**config.mk**
```make
export PLATFORM = sky130hd
export DESIGN_NAME = key_entry_ctrl
export DESIGN_NICKNAME = d
export VERILOG_FILES = /design/src/rtl/key_entry_ctrl_pkg.sv /design/src/rtl/key_entry_ctrl_bcd_acc.sv /design/src/rtl/key_entry_ctrl.sv
export SDC_FILE = /design/constraint.sdc
export NUM_CORES = 1
export LEC_CHECK = 0
export ABC_AREA = 1
export BUFFER_PORTS_ARGS = -buffer_cell sky130_fd_sc_hd__buf_2
export CAP_MARGIN = 20
export CORE_MARGIN = 3
export CORE_UTILIZATION = 38
export CTS_CLUSTER_SIZE = 12
export DETAILED_ROUTE_END_ITERATION = 8
export SLEW_MARGIN = 20
export SYNTH_ARGS = -nofsm -noshare
export SYNTH_HDL_FRONTEND = slang
export SYNTH_HIERARCHICAL = 1
export SYNTH_SLANG_ARGS = --single-unit
export TNS_END_PERCENT = 10
```
**constraint.sdc**
```tcl
create_clock -name i_sw_clk -period 6.5 [get_ports i_sw_clk]
set_clock_uncertainty 0.15 [all_clocks]
set_input_delay 0.325 -clock i_sw_clk [delete_from_list [all_inputs] [get_ports i_sw_clk]]
set_output_delay 0.325 -clock i_sw_clk [all_outputs]
set_load 0.05 [all_outputs]
```
**src/rtl/key_entry_ctrl_pkg.sv**
```systemverilog
// Shared definitions for the keypad entry controller: key codes, operator
// codes, FSM state encoding and key classification helpers.
package key_entry_ctrl_pkg;

    localparam int MAX_DIGITS_DEF = 9;

    localparam logic [3:0] KEY_ADD  = 4'hA;
    localparam logic [3:0] KEY_SUB  = 4'hB;
    localparam logic [3:0] KEY_MUL  = 4'hC;
    localparam logic [3:0] KEY_DIV  = 4'hD;
    localparam logic [3:0] KEY_EQ   = 4'hE;
    localparam logic [3:0] KEY_SIGN = 4'hF;

    typedef enum logic [2:0] {
        OP_NONE = 3'd0,
        OP_ADD  = 3'd1,
        OP_SUB  = 3'd2,
        OP_MUL  = 3'd3,
        OP_DIV  = 3'd4
    } op_t;

    typedef enum logic [2:0] {
        S_OP1  = 3'd0,
        S_OPR  = 3'd1,
        S_OP2  = 3'd2,
        S_WAIT = 3'd3,
        S_RES  = 3'd4
    } state_t;

    function automatic logic is_digit(input logic [3:0] key);
        return (key <= 4'd9);
    endfunction

    function automatic logic is_op_key(input logic [3:0] key);
        return (key >= KEY_ADD) && (key <= KEY_DIV);
    endfunction

    // Operator keys A..D map onto OP_ADD..OP_DIV; anything else is OP_NONE.
    function automatic op_t key_to_op(input logic [3:0] key);
        case (key)
            KEY_ADD: return OP_ADD;
            KEY_SUB: return OP_SUB;
            KEY_MUL: return OP_MUL;
            KEY_DIV: return OP_DIV;
            default: return OP_NONE;
        endcase
    endfunction

endpackage

```
**src/rtl/key_entry_ctrl_bcd_acc.sv**
```systemverilog
// Operand entry buffer: sign + 31-bit magnitude with a significant-digit count.
// clear together with toggle yields a negative zero (used for "F" as the first
// key of a new operand).
module key_entry_ctrl_bcd_acc #(
    parameter int MAX_DIGITS = 9
) (
    input  logic        i_clk,
    input  logic        i_rst,
    input  logic        i_clear,
    input  logic        i_load_digit,
    input  logic        i_append,
    input  logic        i_toggle,
    input  logic [3:0]  i_digit,
    output logic [31:0] o_value
);

    localparam logic [3:0] MAX_CNT = 4'(MAX_DIGITS);

    logic [30:0] r_buffer;
    logic        r_sign;
    logic [3:0]  r_count;
    logic [31:0] w_mag;

    // Buffer, sign and digit count update; leading zeros do not count as digits.
    always_ff @(posedge i_clk) begin
        if (i_rst) begin
            r_buffer <= '0;
            r_sign   <= 1'b0;
            r_count  <= '0;
        end else if (i_clear) begin
            r_buffer <= '0;
            r_count  <= '0;
            r_sign   <= i_toggle;
        end else if (i_load_digit) begin
            r_buffer <= {27'd0, i_digit};
            r_sign   <= 1'b0;
            r_count  <= (i_digit != 4'd0) ? 4'd1 : 4'd0;
        end else begin
            if (i_append && (r_count < MAX_CNT)) begin
                r_buffer <= (r_buffer * 31'd10) + {27'd0, i_digit};
                if (!((r_buffer == '0) && (i_digit == 4'd0)))
                    r_count <= r_count + 4'd1;
            end
            if (i_toggle)
                r_sign <= ~r_sign;
        end
    end

    // Signed view of the buffer; negative zero reads as zero.
    always_comb begin
        w_mag   = {1'b0, r_buffer};
        o_value = r_sign ? (32'd0 - w_mag) : w_mag;
    end

endmodule

```
**src/rtl/key_entry_ctrl.sv**
```systemverilog
// Keypad consumer: assembles operands from key strobes, hands operand pairs to
// the calculate unit and chains its result back in as the next left operand.
//
// state  | meaning
// S_OP1  | entering the left operand
// S_OPR  | operator chosen, waiting for the first key of the right operand
// S_OP2  | entering the right operand
// S_WAIT | calculation in flight, keys dropped
// S_RES  | result shown, may chain, repeat (E) or start over
module key_entry_ctrl
    import key_entry_ctrl_pkg::*;
#(
    parameter int MAX_DIGITS = MAX_DIGITS_DEF,
    parameter int CALC_LAT   = 1
) (
    input  logic        i_sw_clk,
    input  logic        i_rst,
    input  logic [3:0]  i_ebcd,
    input  logic        i_key_valid,
    input  logic [31:0] i_ans,
    output logic [31:0] o_operand1,
    output logic [31:0] o_operand2,
    output logic [2:0]  o_operator,
    output logic        o_calc_start,
    output logic [31:0] o_disp_value
);

    localparam logic [3:0] LAT_INIT = 4'(CALC_LAT);

    state_t      r_state;
    op_t         r_operator;
    op_t         r_pending;
    logic [31:0] r_operand1;
    logic [31:0] r_operand2;
    logic [31:0] r_disp;
    logic        r_calc_start;
    logic [3:0]  r_timer;

    logic        w_clear;
    logic        w_load_digit;
    logic        w_append;
    logic        w_toggle;
    logic [31:0] w_value;
    logic        w_digit;
    logic        w_op;
    logic        w_eq;
    logic        w_sign;

    key_entry_ctrl_bcd_acc #(.MAX_DIGITS(MAX_DIGITS)) u_acc (
        .i_clk        (i_sw_clk),
        .i_rst        (i_rst),
        .i_clear      (w_clear),
        .i_load_digit (w_load_digit),
        .i_append     (w_append),
        .i_toggle     (w_toggle),
        .i_digit      (i_ebcd),
        .o_value      (w_value)
    );

    // Decode the accepted key into buffer commands for the current state.
    always_comb begin
        w_digit      = is_digit(i_ebcd);
        w_op         = is_op_key(i_ebcd);
        w_eq         = (i_ebcd == KEY_EQ);
        w_sign       = (i_ebcd == KEY_SIGN);
        w_clear      = 1'b0;
        w_load_digit = 1'b0;
        w_append     = 1'b0;
        w_toggle     = 1'b0;
        if (i_key_valid) begin
            case (r_state)
                S_OP1, S_OP2: begin
                    w_append = w_digit;
                    w_toggle = w_sign;
                end
                S_OPR: begin
                    w_load_digit = w_digit;
                    w_clear      = w_sign;
                    w_toggle     = w_sign;
                end
                S_RES: w_load_digit = w_digit;
                default: ;
            endcase
        end
    end

    // Main FSM with registered operand, operator, start and display outputs.
    always_ff @(posedge i_sw_clk) begin
        if (i_rst) begin
            r_state      <= S_OP1;
            r_operator   <= OP_NONE;
            r_pending    <= OP_NONE;
            r_operand1   <= '0;
            r_operand2   <= '0;
            r_disp       <= '0;
            r_calc_start <= 1'b0;
            r_timer      <= '0;
        end else begin
            r_calc_start <= 1'b0;
            r_disp       <= ((r_state == S_OP1) || (r_state == S_OP2)) ? w_value : r_operand1;
            case (r_state)
                S_OP1: begin
                    if (i_key_valid && w_op) begin
                        r_operand1 <= w_value;
                        r_operator <= key_to_op(i_ebcd);
                        r_state    <= S_OPR;
                    end
                end
                S_OPR: begin
                    if (i_key_valid) begin
                        if (w_digit || w_sign)
                            r_state <= S_OP2;
                        else if (w_op)
                            r_operator <= key_to_op(i_ebcd);
                    end
                end
                S_OP2: begin
                    if (i_key_valid && (w_eq || w_op)) begin
                        r_operand2   <= w_value;
                        r_calc_start <= 1'b1;
                        r_timer      <= LAT_INIT;
                        r_pending    <= w_eq ? OP_NONE : key_to_op(i_ebcd);
                        r_state      <= S_WAIT;
                    end
                end
                S_WAIT: begin
                    if (r_timer == 4'd0) begin
                        r_operand1 <= i_ans;
                        r_disp     <= i_ans;
                        if (r_pending != OP_NONE) begin
                            r_operator <= r_pending;
                            r_state    <= S_OPR;
                        end else begin
                            r_state <= S_RES;
                        end
                    end else begin
                        r_timer <= r_timer - 4'd1;
                    end
                end
                S_RES: begin
                    if (i_key_valid) begin
                        if (w_digit) begin
                            r_operator <= OP_NONE;
                            r_state    <= S_OP1;
                        end else if (w_op) begin
                            r_operator <= key_to_op(i_ebcd);
                            r_state    <= S_OPR;
                        end else if (w_sign) begin
                            r_operand1 <= 32'd0 - r_operand1;
                        end else begin
                            r_calc_start <= 1'b1;
                            r_timer      <= LAT_INIT;
                            r_pending    <= OP_NONE;
                            r_state      <= S_WAIT;
                        end
                    end
                end
                default: r_state <= S_OP1;
            endcase
        end
    end

    assign o_operand1   = r_operand1;
    assign o_operand2   = r_operand2;
    assign o_operator   = r_operator;
    assign o_calc_start = r_calc_start;
    assign o_disp_value = r_disp;

endmodule

```
After elaboration in Yosys (flattened, before gate mapping)
Cells that the tools add are included.

Register bits: 146. Output and inout port bits: 100. Logic and storage cells: 149.

Add/sub/neg operators: 5. Multipliers: 1. $lt $le $gt $ge: 4. Equality and inequality tests: 25. Mux-type cells: 69. Bitwise operators: 1. Reductions and logical operators: 32.

Operators by type and width (count): $mux W32 (10); $pmux W32 S3 (1); $mux W3 (24); $mux W4 (11); $sub A1 B31 Y32 const A (1); $sub A1 B32 Y32 const A (1); $add A31 B4 Y31 (1); $logic_not A31 Y1 (1); $mul A31 B3 Y30 const B (1); $reduce_and A7 Y1 (4); $eq A4 B4 Y1 const B (6); $pmux W3 S4 (2); $ne A2 B2 Y1 const B (11); $mux W1 (17); $pmux W3 S5 (1); $pmux W4 S3 (1); $reduce_bool A3 Y1 (4); $le A4 B4 Y1 const B (2); $logic_not A4 Y1 (2); $reduce_bool A4 Y1 (2); $eq A3 B2 Y1 const B (2); $ne A2 B1 Y1 const B (3); $pmux W3 S2 (1); $reduce_and A6 Y1 (1); other kinds (16) (27).

Longest topological paths before layout
Depth after elaboration: 7. Gate-level depth with buffers: 21. Depth with buffers taken out: 21.

Hierarchy
Netlist, hierarchy kept.

By module, submodules not included: key_entry_ctrl (times used 1, cells an instance 979, area each 6173.4 um^2, sequential area each 2202.1 um^2); key_entry_ctrl_bcd_acc (times used 1, cells an instance 952, area each 5554.1 um^2, sequential area each 720.7 um^2).

Worst setup path before layout
No wires, ideal clock.

Path kind: reg-to-reg. Start point: register u_acc.r_buffer[3]. End point: register u_acc.r_buffer[22]. Arrival: 2668 ps. Data required time: 6241 ps. Path slack: 3573 ps. Stages on the path, launching flop included: 20. Buffers on the path: 0. Clock period less this slack: 2927 ps. Path through: dfxtp_1 ha_1 ha_1 fa_1 nand2_1 inv_1 nor2_2 nand3_1 nor2_2 inv_1 nor2_2 nand2_2 nor2_4 nand3_4 nor2_4 nor2_1 nor2_1 nand2_1 nand2_1 inv_1.

Word-level cells in the longest chain between the ends: 2.

RTL lines: start, declared (line key_entry_ctrl_bcd_acc.sv:19) `logic [30:0] r_buffer;`; start signal, assigned (line key_entry_ctrl_bcd_acc.sv:35) `r_buffer <= {27'd0, i_digit};`; start signal, assigned (line key_entry_ctrl_bcd_acc.sv:40) `r_buffer <= (r_buffer * 31'd10) + {27'd0, i_digit};`; $mul A31 B3 Y30 (line key_entry_ctrl_bcd_acc.sv:40); $add A31 B4 Y31 (line key_entry_ctrl_bcd_acc.sv:40).

No other way between the ends. A chain may end at the register's enable or synchronous reset.

Worst setup path after layout
Start point: register r_state[0]. End point: register r_operand1[21], in the netlist o_operand1[21].

Word-level cells in the longest chain between the ends: 3. Elaborated cells between the ends (all ways): 12.

RTL lines: start, declared (line key_entry_ctrl.sv:30) `state_t r_state;`; start signal, assigned (line key_entry_ctrl.sv:90) `r_state <= S_OP1;`; start signal, assigned (line key_entry_ctrl.sv:106) `r_state <= S_OPR;`; start signal, assigned (line key_entry_ctrl.sv:112) `r_state <= S_OP2;`; $eq A3 B3 Y1 (tied with other cells) (line key_entry_ctrl.sv:101) `case (r_state)`; $ne A2 B2 Y1 (no line) (tied with other cells); $reduce_and A7 Y1 (no line); end signal, assigned (line key_entry_ctrl.sv:104) `r_operand1 <= w_value;`; end signal, assigned (line key_entry_ctrl.sv:128) `r_operand1 <= i_ans;`; end signal, assigned (line key_entry_ctrl.sv:149) `r_operand1 <= 32'd0 - r_operand1;`; end, declared (line key_entry_ctrl.sv:33) `logic [31:0] r_operand1;`.

Parallel ways exist; a longest one is shown, timed or not.

==> flow_metrics.tcl <==
set metrics [dict create \
    status "finished, final reports clean" \
    cpMostUsedCell "nand2_2" \
    area_growth_pct 13.4 \
    final_area_um2 13300 \
    finalNonFillerCells 2439 \
    cpPeakStageDelay_ns 0.79 \
    yosys_register_bits 146 \
    row_count 63 \
    ant_nets 0 \
    drtIter0Drc 1071 \
    finalMaxSlewViolations 0 \
    num_io_pins 139 \
    cts_resized 0 \
    grt_pass1_vias 11216 \
    setup_viol 0 \
    slew_headroom 0.320 \
    die_y_um 182 \
    vias_per_cell 5.15 \
    fp.dieW_um 182 \
    final.period_utilization 0.569 \
    cp.required_ns 6.72 \
    port_buffers 138 \
    overflow 0 \
    synth_top_cell_area_share 0.249 \
    power.density_nw_per_um2 515 \
    synth_area_leader_cell "dfxtp_1" \
    cts_tree "built" \
    fmax_ghz 0.270 \
    async_flop_share 0 \
    core_um2 30000 \
    synth_area_per_cell_um2 6.07 \
    crit_family "simple AND/OR/NAND/NOR gates" \
    multi_input_area_um2 7420 \
    min_path_type "primary input to flip-flop" \
    vdd_drop_max_mv 0.292 \
    crit_buf_inv 0 \
    cp_slowest_cell "nand2_2" \
    drcViolationCount 0 \
    regArea_um2 2920 \
    cp.arrival_ns 3.92 \
    cts_inserted_buffers 17 \
    syn_inst 1931 \
    insertion_delay_ns 0.43 \
    dp_hpwl_mm 30.1 \
    yosysSeqAreaShare 0.249 \
    ys_types 54 \
    drt-total-wl_mm 38.8 \
    grt_pass1_wl_mm 61.1 \
    postPlaceCellArea_um2 12700 \
    cap_viol_max_count 0 \
    vias 12561 \
    syn_area_um2 11700 \
    clk_path_buf_depth 2 \
    drt-pass1-iter-count 6 \
    leakagePower_nw 6.88 \
    rsz0062_at_grt "no" \
    syn_nets 2034 \
    synth_edf_count 0 \
    min_period_ns 3.70 \
    hold_viol_final 0 \
    cts_root_buf "clkbuf_16" \
    critPathMaxFanout 52 \
    h-tree-depth 4 \
    grt_usage 0.229 \
    crit_path_cell_trace "nand2_1, nor2_2, nand2_2, nand2_2, nand2_2, nor2_4, o21ai_1, nand2_1, nor2_1, nor2_1" \
    synthTopCellsByArea "dfxtp_1 (25%), nand2_1 (15%), nor2_1 (8.9%)" \
    drive_above_1_share 0.137 \
    yosys_most_used_dff "dfxtp_1" \
    wl_per_cell_um 15.9 \
    clk_pin_slew_worst_paths_ns 0.07 \
    antenna_found_initial 1 \
    fin_setup_tns_ns 0 \
    worstMarginPinSlew_ns 1.02 \
    netlist_top_cells_count "nand2_1 (469), nor2_1 (277), inv_1 (267)" \
    cp-start-kind "flip-flop" \
    place_congestion 0.932 \
    nets 2138 \
    numClockSinks 146 \
    grt_max_degree 73 \
    dp_cells 2403 \
    start_util 0.390 \
    synth.most_common_cell "nand2_1" \
    die_area_um2 33000 \
    yosysWarnings 6 \
    cp-end-kind "flip-flop" \
    fill_cells 3182 \
    path_class "flip-flop to flip-flop" \
]
[per-stage QoR]
step	hold slack [ns]	setup slack, ns	utilization	power (mW)
2_1_floorplan	0.280	3.57	-	4.76
3_3_place_gp	0.289	2.95	0.422	5.74
3_5_place_dp	0.293	2.86	0.422	5.79
4_1_cts	0.000132	2.85	0.443	6.81
5_1_grt	0.00683	2.42	0.443	7.41
6_report	0.0101	2.80	0.443	6.84
[layout make-up]
cell class	count	area share
antenna	1	0.000188
clock buffer	17	0.0320
clock inverter	15	0.0136
inverter	290	0.0819
multi-input combinational	1432	0.558
sequential	146	0.220
tap	390	0.0367
timing repair buffer	148	0.0581
[worst paths after layout]
| path | endpoint | start | slack (ns) | cells past startpoint |
|---|---|---|---|---|
| worst max-delay path | o_operand1[21] | r_state[0] | 2.80 | 10 |
| worst min-delay path | o_disp_value[16] | i_ans[16] | 0.01 | 3 |
| worst max register to register | o_operand1[21] | r_state[0] | 2.80 | 10 |
| worst min register to register | u_acc/r_count[3] | u_acc/r_count[3] | 0.30 | 2 |
[cell usage in the layout, fill, tap and decap left out, types with 3 or more instances in the layout]
cell           Yosys  routed
o22ai_1            9       9
nor2_4            10      10
inv_6              0       3
a211oi_1           5       5
buf_2             23     138
o21ai_1           11      11
nor4_1             5       5
dfxtp_1          146     146
dlygate4sd3_1      0       3
nand2_4            3       3
o21bai_1           5       5
xor2_1            29      29
xnor2_1           12      12
buf_4              5       7
inv_8              0       5
nor3_1            15      15
ha_1              62      62
clkinv_1           7       6
o21ai_0          131     131
clkinv_8           0       5
o221ai_1           4       4
o211ai_1          37      37
nor2_1           277     277
nand2_2           28      28
nand3b_1           4       4
a21oi_1          107     107
nand2_1          469     469
inv_2             15      16
nand3_1          113     113
a31oi_1            7       7
clkbuf_16          0      17
nand4_1           27      27
nand3_2           13      13
nor2_2            21      21
inv_1            267     267
[metal layers]
metal	global-route usage	part of all wire	routed length [µm]	vias to the layer above
met5	0	0	0	-
met4	0.0622	0.023	900	0
met3	0.0375	0.076	2950	46
met2	0.356	0.43	16600	451
met1	0.327	0.47	18400	5641
li1	-	-	-	6423
[where the power goes]
part / total, mW / internal (mW) / switching [mW]
combinational: 4.34 / 1.21 / 3.13
sequential: 1.50 / 1.16 / 0.340
clock: 1.01 / 0.522 / 0.489
total: 6.84 / 2.89 / 3.96
[worst register-to-register path: stages (launching register included)]
cell	delay, ns
dfxtp_1	0.41
nand2_1	0.11
nor2_2	0.75
nand2_2	0.79
nand2_2	0.33
nand2_2	0.09
nor2_4	0.58
o21ai_1	0.19
nand2_1	0.10
nor2_1	0.04
nor2_1	0.09
[kinds of logic (layout without fill, tap and decap cells)]
group	Yosys count	after routing	share of synthesized area
AOI/OAI and AO/OA	327	327	0.156
xor gates and xnor gates	41	41	0.0306
adders and majority gates	64	64	0.0696
buffers and inverters	353	470	0.118
DFF	146	146	0.249
other	0	1	0
and+or+nand+nor	1000	1000	0.376
[state kept, by name, summed over array words and instances (netlist names)]
signal	flops
o_operand1	32
u_acc/r_sign	1
r_state	3
r_timer	4
r_pending	3
u_acc/r_buffer	31
o_calc_start	1
o_operand2	32
o_operator	3
o_disp_value	32
u_acc/r_count	4
[what timing repair did]
action,in CTS,in global routing
setup buffers,0,0
endpoints found under the hold margin,3,0
hold buffers,3,0
Note: power is estimated with default switching activity, not from simulation.
